File: src/rtl/pitch_seq_unit_filter.sv
// Sequenced Unit Header filter in front of the PITCH parser: forwards or drops whole packets by unit/sequence.
// Optional statistics counters are built only when PITCH_SEQ_STATS_EN is defined.
module pitch_seq_unit_filter #(
  parameter int UNIT_W = 8,
  parameter int CNT_W  = 32
) (
  input  logic              Clk40,
  input  logic              reset,
  input  logic [UNIT_W-1:0] cfg_unit,
  input  logic              seq_resync,
  input  logic [63:0]       s_bytes,
  input  logic [7:0]        s_byte_enables,
  input  logic              s_data_valid,
  output logic              s_ready,
  output logic [63:0]       m_bytes,
  output logic [7:0]        m_byte_enables,
  output logic              m_data_valid,
  input  logic              m_ready,
  output logic              gap_pulse,
  output logic              dup_pulse,
  output logic              len_err_pulse,
  output logic [CNT_W-1:0]  gap_count,
  output logic [CNT_W-1:0]  drop_count,
  output logic [1:0]        dbg_state
);
  // Handshake: a beat moves on either side only in a cycle where its valid and ready are both high.
  typedef enum logic [1:0] {HDR = 2'd0, FWD = 2'd1, DROP = 2'd2} state_t;

  state_t      state_q, state_d;
  logic [31:0] expected_q, expected_d;
  logic        synced_q, synced_d;
  logic [15:0] remaining_q, remaining_d;
  logic        m_valid_q, m_valid_d, skid_valid_q, skid_valid_d;
  logic [63:0] m_bytes_q, m_bytes_d, skid_bytes_q, skid_bytes_d;
  logic [7:0]  m_en_q, m_en_d, skid_en_q, skid_en_d;
  logic        gap_q, gap_d, dup_q, dup_d, len_err_q, len_err_d;
  logic        drop_inc, emit, fwd, accept, out_ready;
  logic [7:0]  emit_en, rem_mask;
  logic [15:0] hdr_len, step;
  logic [31:0] hdr_seq, seq_next, gap_diff, dup_diff;

  assign accept   = s_data_valid && s_ready;
  assign hdr_len  = s_bytes[15:0];
  assign hdr_seq  = s_bytes[63:32];
  assign seq_next = hdr_seq + {24'd0, s_bytes[23:16]};
  assign gap_diff = hdr_seq - expected_q;
  assign dup_diff = expected_q - seq_next;
  assign step     = (remaining_q >= 16'd8) ? 16'd8 : remaining_q;

  always_comb begin
    rem_mask = 8'h00;
    for (int i = 0; i < 8; i++) rem_mask[i] = (remaining_q > 16'(i));
  end

  always_comb begin
    state_d     = state_q;
    expected_d  = expected_q;
    synced_d    = synced_q && !seq_resync;
    remaining_d = remaining_q;
    emit        = 1'b0;
    fwd         = 1'b1;
    emit_en     = s_byte_enables;
    gap_d       = 1'b0;
    dup_d       = 1'b0;
    len_err_d   = 1'b0;
    drop_inc    = 1'b0;
    case (state_q)
      HDR: if (accept) begin
        if (s_byte_enables != 8'hFF || hdr_len < 16'd8) begin
          len_err_d = 1'b1;
          drop_inc  = 1'b1;
        end else if (cfg_unit != '0 && s_bytes[24 +: UNIT_W] != cfg_unit) begin
          drop_inc    = 1'b1;
          remaining_d = hdr_len - 16'd8;
          if (hdr_len > 16'd8) state_d = DROP;
        end else begin
          // synced_d already has a same-cycle resync folded in
          if (hdr_seq == 32'd0) begin
            fwd = 1'b1;
          end else if (!synced_d || hdr_seq == expected_q) begin
            expected_d = seq_next;
            synced_d   = 1'b1;
          end else if (!gap_diff[31] && gap_diff != 32'd0) begin
            gap_d      = 1'b1;
            expected_d = seq_next;
          end else if (!dup_diff[31]) begin
            dup_d    = 1'b1;
            drop_inc = 1'b1;
            fwd      = 1'b0;
          end else begin
            expected_d = seq_next;
          end
          remaining_d = hdr_len - 16'd8;
          emit        = fwd;
          emit_en     = 8'hFF;
          if (hdr_len != 16'd8) state_d = fwd ? FWD : DROP;
        end
      end
      FWD: if (accept) begin
        emit        = 1'b1;
        emit_en     = s_byte_enables & rem_mask;
        len_err_d   = (s_byte_enables != rem_mask);
        remaining_d = remaining_q - step;
        if (remaining_q <= 16'd8) state_d = HDR;
      end
      DROP: if (accept) begin
        remaining_d = remaining_q - step;
        if (remaining_q <= 16'd8) state_d = HDR;
      end
      default: state_d = HDR;
    endcase
  end

  // Output register plus one skid entry; the skid only fills while the output is stalled.
  assign out_ready = !m_valid_q || m_ready;

  always_comb begin
    m_valid_d    = m_valid_q;
    m_bytes_d    = m_bytes_q;
    m_en_d       = m_en_q;
    skid_valid_d = skid_valid_q;
    skid_bytes_d = skid_bytes_q;
    skid_en_d    = skid_en_q;
    if (skid_valid_q) begin
      if (out_ready) begin
        m_valid_d    = 1'b1;
        m_bytes_d    = skid_bytes_q;
        m_en_d       = skid_en_q;
        skid_valid_d = 1'b0;
      end
    end else if (emit) begin
      if (out_ready) begin
        m_valid_d = 1'b1;
        m_bytes_d = s_bytes;
        m_en_d    = emit_en;
      end else begin
        skid_valid_d = 1'b1;
        skid_bytes_d = s_bytes;
        skid_en_d    = emit_en;
      end
    end else if (out_ready) begin
      m_valid_d = 1'b0;
    end
  end

  always_ff @(posedge Clk40) begin
    if (reset) begin
      state_q      <= HDR;
      expected_q   <= '0;
      synced_q     <= 1'b0;
      remaining_q  <= '0;
      m_valid_q    <= 1'b0;
      m_bytes_q    <= '0;
      m_en_q       <= '0;
      skid_valid_q <= 1'b0;
      skid_bytes_q <= '0;
      skid_en_q    <= '0;
      gap_q        <= 1'b0;
      dup_q        <= 1'b0;
      len_err_q    <= 1'b0;
    end else begin
      state_q      <= state_d;
      expected_q   <= expected_d;
      synced_q     <= synced_d;
      remaining_q  <= remaining_d;
      m_valid_q    <= m_valid_d;
      m_bytes_q    <= m_bytes_d;
      m_en_q       <= m_en_d;
      skid_valid_q <= skid_valid_d;
      skid_bytes_q <= skid_bytes_d;
      skid_en_q    <= skid_en_d;
      gap_q        <= gap_d;
      dup_q        <= dup_d;
      len_err_q    <= len_err_d;
    end
  end

`ifdef PITCH_SEQ_STATS_EN
  logic [CNT_W-1:0] gap_count_q, gap_count_d, drop_count_q, drop_count_d;

  always_comb begin
    gap_count_d  = gap_count_q;
    drop_count_d = drop_count_q;
    if (gap_d && gap_count_q != '1) gap_count_d = gap_count_q + CNT_W'(1);
    if (drop_inc && drop_count_q != '1) drop_count_d = drop_count_q + CNT_W'(1);
  end

  always_ff @(posedge Clk40) begin
    if (reset) begin
      gap_count_q  <= '0;
      drop_count_q <= '0;
    end else begin
      gap_count_q  <= gap_count_d;
      drop_count_q <= drop_count_d;
    end
  end

  assign gap_count  = gap_count_q;
  assign drop_count = drop_count_q;
`else
  logic unused_stats;
  assign unused_stats = drop_inc;
  assign gap_count    = '0;
  assign drop_count   = '0;
`endif

  assign s_ready        = !skid_valid_q && !reset;
  assign m_data_valid   = m_valid_q;
  assign m_bytes        = m_bytes_q;
  assign m_byte_enables = m_en_q;
  assign gap_pulse      = gap_q;
  assign dup_pulse      = dup_q;
  assign len_err_pulse  = len_err_q;
  assign dbg_state      = state_q;
endmodule
File: config.mk
export PLATFORM = sky130hd
export DESIGN_NAME = pitch_seq_unit_filter
export DESIGN_NICKNAME = d
export VERILOG_FILES = /design/src/rtl/pitch_seq_unit_filter.sv
export SDC_FILE = /design/constraint.sdc
export NUM_CORES = 1
export LEC_CHECK = 0
export ABC_AREA = 1
export ABC_CLOCK_PERIOD_IN_PS = 10900
export CORE_ASPECT_RATIO = 0.9
export CORE_MARGIN = 2
export CORE_UTILIZATION = 40
export DETAILED_ROUTE_END_ITERATION = 8
export GPL_TIMING_DRIVEN = 0
export MAX_ROUTING_LAYER = met4
export PLACE_DENSITY = 0.66
export SLEW_MARGIN = 5
export SYNTH_ARGS = -nofsm -noshare
export SYNTH_HDL_FRONTEND = slang
export SYNTH_SLANG_ARGS = --single-unit
File: constraint.sdc
create_clock -name Clk40 -period 10.9 [get_ports Clk40]
set_clock_uncertainty 0.15 [all_clocks]
set_input_delay 2.18 -clock Clk40 [delete_from_list [all_inputs] [get_ports Clk40]]
set_output_delay 2.18 -clock Clk40 [all_outputs]
set_load 0.1 [all_outputs]
==> results.sh <==
export IMPL_status="completed"
export IMPL_yosys_register_bits=200
export IMPL_wirelength_mm=49.3
export IMPL_grt_usage=0.264
export IMPL_placementRows=66
export IMPL_ir_worst_vdd_uv=113
export IMPL_cts_made_buffers=17
export IMPL_wl_per_cell_um=15.9
export IMPL_dieArea_um2=37700
export IMPL_portBuffers=163
export IMPL_cts_sinks=200
export IMPL_power_density_nw_per_um2=98.7
export IMPL_cts_tree="yes"
export IMPL_ys_types=49
export IMPL_rsz0062_at_grt="false"
export IMPL_clock_latency_ns=0.45
export IMPL_antennaDiodeCount=0
export IMPL_async_reset_ff_frac=0
export IMPL_grt_pass1_vias=13800
export IMPL_vias=15400
export IMPL_fmax_mhz=120
export IMPL_worst_pin_slew_ns=1.11
export IMPL_fin_tns_setup_ns=0
export IMPL_netlist_instances=2375
export IMPL_fp_dieW_um=204
export IMPL_ctsResizeCount=0
export IMPL_grt_pass1_wl_mm=75.2
export IMPL_die_height_um=184
export IMPL_cts_hold_buf=0
export IMPL_startpoint_type="input port"
export IMPL_cpMostUsedCell="nand2_1"
export IMPL_finalHoldViolations=0
export IMPL_core_area_um2=35900
export IMPL_end_kind="flop"
export IMPL_avgSynthCellArea_um2=6.09
export IMPL_synth_edff_count=0
export IMPL_drv_cap=0
export IMPL_drtIter0Drc=1268
export IMPL_min_path_type="flop to flop"
export IMPL_post_route_period_util=0.766
export IMPL_gp_congestion=0.979
export IMPL_post_cts_buffers=0
export IMPL_cpMaxStageDelayCell="clkdlybuf4s50_1"
export IMPL_maxSlewViolCount=0
export IMPL_start_util=0.403
export IMPL_synth_area_um2=14500
export IMPL_post_dp_hpwl_mm=39.6
export IMPL_firstDrtPassIters=5
export IMPL_final_layout_size_suffix_gt1_frac=0.0566
export IMPL_required_ns=11.05
export IMPL_post_route_min_period_ns=8.35
export IMPL_final_cell_mix="665 x nand2_1, 357 x inv_1, 304 x nor2_1"
export IMPL_maxSlewHeadroom=0.260
export IMPL_crit_fanout=10
export IMPL_io_pins=228
export IMPL_overflow=0
export IMPL_ys_flop_type="dfxtp_1"
export IMPL_root_buffer="clkbuf_16"
export IMPL_final_common_cell="nand2_1"
export IMPL_clk_pin_slew_ns=0.08
export IMPL_cts_max_path_buffers=2
export IMPL_synth_warning_count=0
export IMPL_finalSetupViolCount=0
export IMPL_placedInstanceArea_um2=16900
export IMPL_viasPerCell=4.96
export IMPL_layout_nets=2788
export IMPL_htree_levels=4
export IMPL_arrival_ns=8.50
export IMPL_drcViolationCount=0
export IMPL_cpPeakStageDelay_ns=0.66
export IMPL_crit_type="input port to flop"
export IMPL_antenna_found_initial=0
export IMPL_p_leak_nw=8.58
export IMPL_syn_to_final_growth_pct=20.9
export IMPL_ant_nets=0
export IMPL_design_area_um2=17500
export IMPL_seq_area_frac_synth=0.277
export IMPL_grt_max_degree=20
## logic make-up (layout without fill, tap and decap cells)
kind of cell    Yosys count  in the layout  synth area share
buf+inv                 523            718             0.162
simple gates           1172           1172             0.330
flops                   200            200             0.277
other cells               2             65          0.000519
mux                       8              8           0.00554
xor+xnor                 43             43            0.0260
fa+ha+maj                83             83            0.0728
compound gates          344            344             0.127
## critical path: cells and delay by family
| kind | cells | cell delay (ns) |
|---|---|---|
| buf+inv | 7 | 2.01 |
| xor+xnor | 1 | 0.29 |
| fa+ha+maj | 2 | 0.76 |
| compound gates | 9 | 1.21 |
| simple gates | 12 | 2.05 |
## through the flow
stage,cells,setup slack [ns],total power [W],hold WS (ns),util
global route,3109,2.07,0.00179,0.325,0.487
finish,3109,2.55,0.00173,0.314,0.487
floorplan,2438,4.17,0.00101,0.289,-
global placement,3077,2.43,0.00111,0.297,0.471
CTS,3109,2.73,0.00173,0.314,0.487
detailed placement,3077,2.33,0.00111,0.302,0.471
## flip-flops by register name, indices dropped and copies added (netlist names)
name	count
m_bytes	64
skid_bytes_q	64
expected_q	32
remaining_q	16
m_byte_enables	8
skid_en_q	8
dbg_state	2
dup_pulse	1
gap_pulse	1
len_err_pulse	1
m_data_valid	1
skid_valid_q	1
synced_q	1
## synthesized netlist by cell type (5+ instances only)
cell type,n,area [um^2]
buf_2,13,65.1
buf_1,8,30.0
o31ai_1,6,45.0
clkbuf_1,49,184
nand4_1,19,119
nor4_1,17,106
dfxtp_1,200,4000
xor2_1,40,350
a31oi_1,5,31.3
o211ai_1,6,45.0
ha_1,81,1010
nor2_1,304,1140
inv_1,357,1340
o21ai_0,151,756
nand2_2,5,31.3
nor3_1,19,95.1
nand2_1,665,2500
buf_4,68,510
inv_2,10,37.5
nand3_1,119,596
a211oi_1,7,52.6
buf_6,14,158
nand3b_1,5,37.5
mux2i_1,8,80.1
a21oi_1,148,741
## layout make-up
type / instances / area [um^2]
Clock buffer: 17 / 425
Fill cell: 3753 / 18400
Timing Repair Buffer: 163 / 1630
Multi-Input combinational cell: 1715 / 8360
Tap cell: 476 / 596
Sequential cell: 200 / 4000
Inverter: 371 / 1390
Clock inverter: 15 / 136
Buffer: 152 / 947
## final timing paths
path | start | endpoint | slack (ns) | depth (start not counted)
max | s_bytes[33] | expected_q[31] | 2.55 | 31
min | skid_bytes_q[7] | skid_bytes_q[7] | 0.31 | 2
max reg2reg | expected_q[19] | skid_bytes_q[51] | 6.82 | 22
min reg2reg | skid_bytes_q[7] | skid_bytes_q[7] | 0.31 | 2
## per-layer routing
| layer | routed length [um] | GRT usage | part of all wire |
|---|---|---|---|
| met2 | 20500 | 0.380 | 0.41 |
| met5 | 0 | - | 0 |
| met4 | 955 | 0.0629 | 0.019 |
| met3 | 3520 | 0.0433 | 0.071 |
| met1 | 24400 | 0.383 | 0.49 |
## report_power, final
group	switching, W	internal, W	total, W
Clock	0.000329	0.000303	0.000631
Combinational	0.000259	0.000105	0.000365
Sequential	0.000000145	0.000730	0.000730
Note: power is estimated with default switching activity, not from simulation.
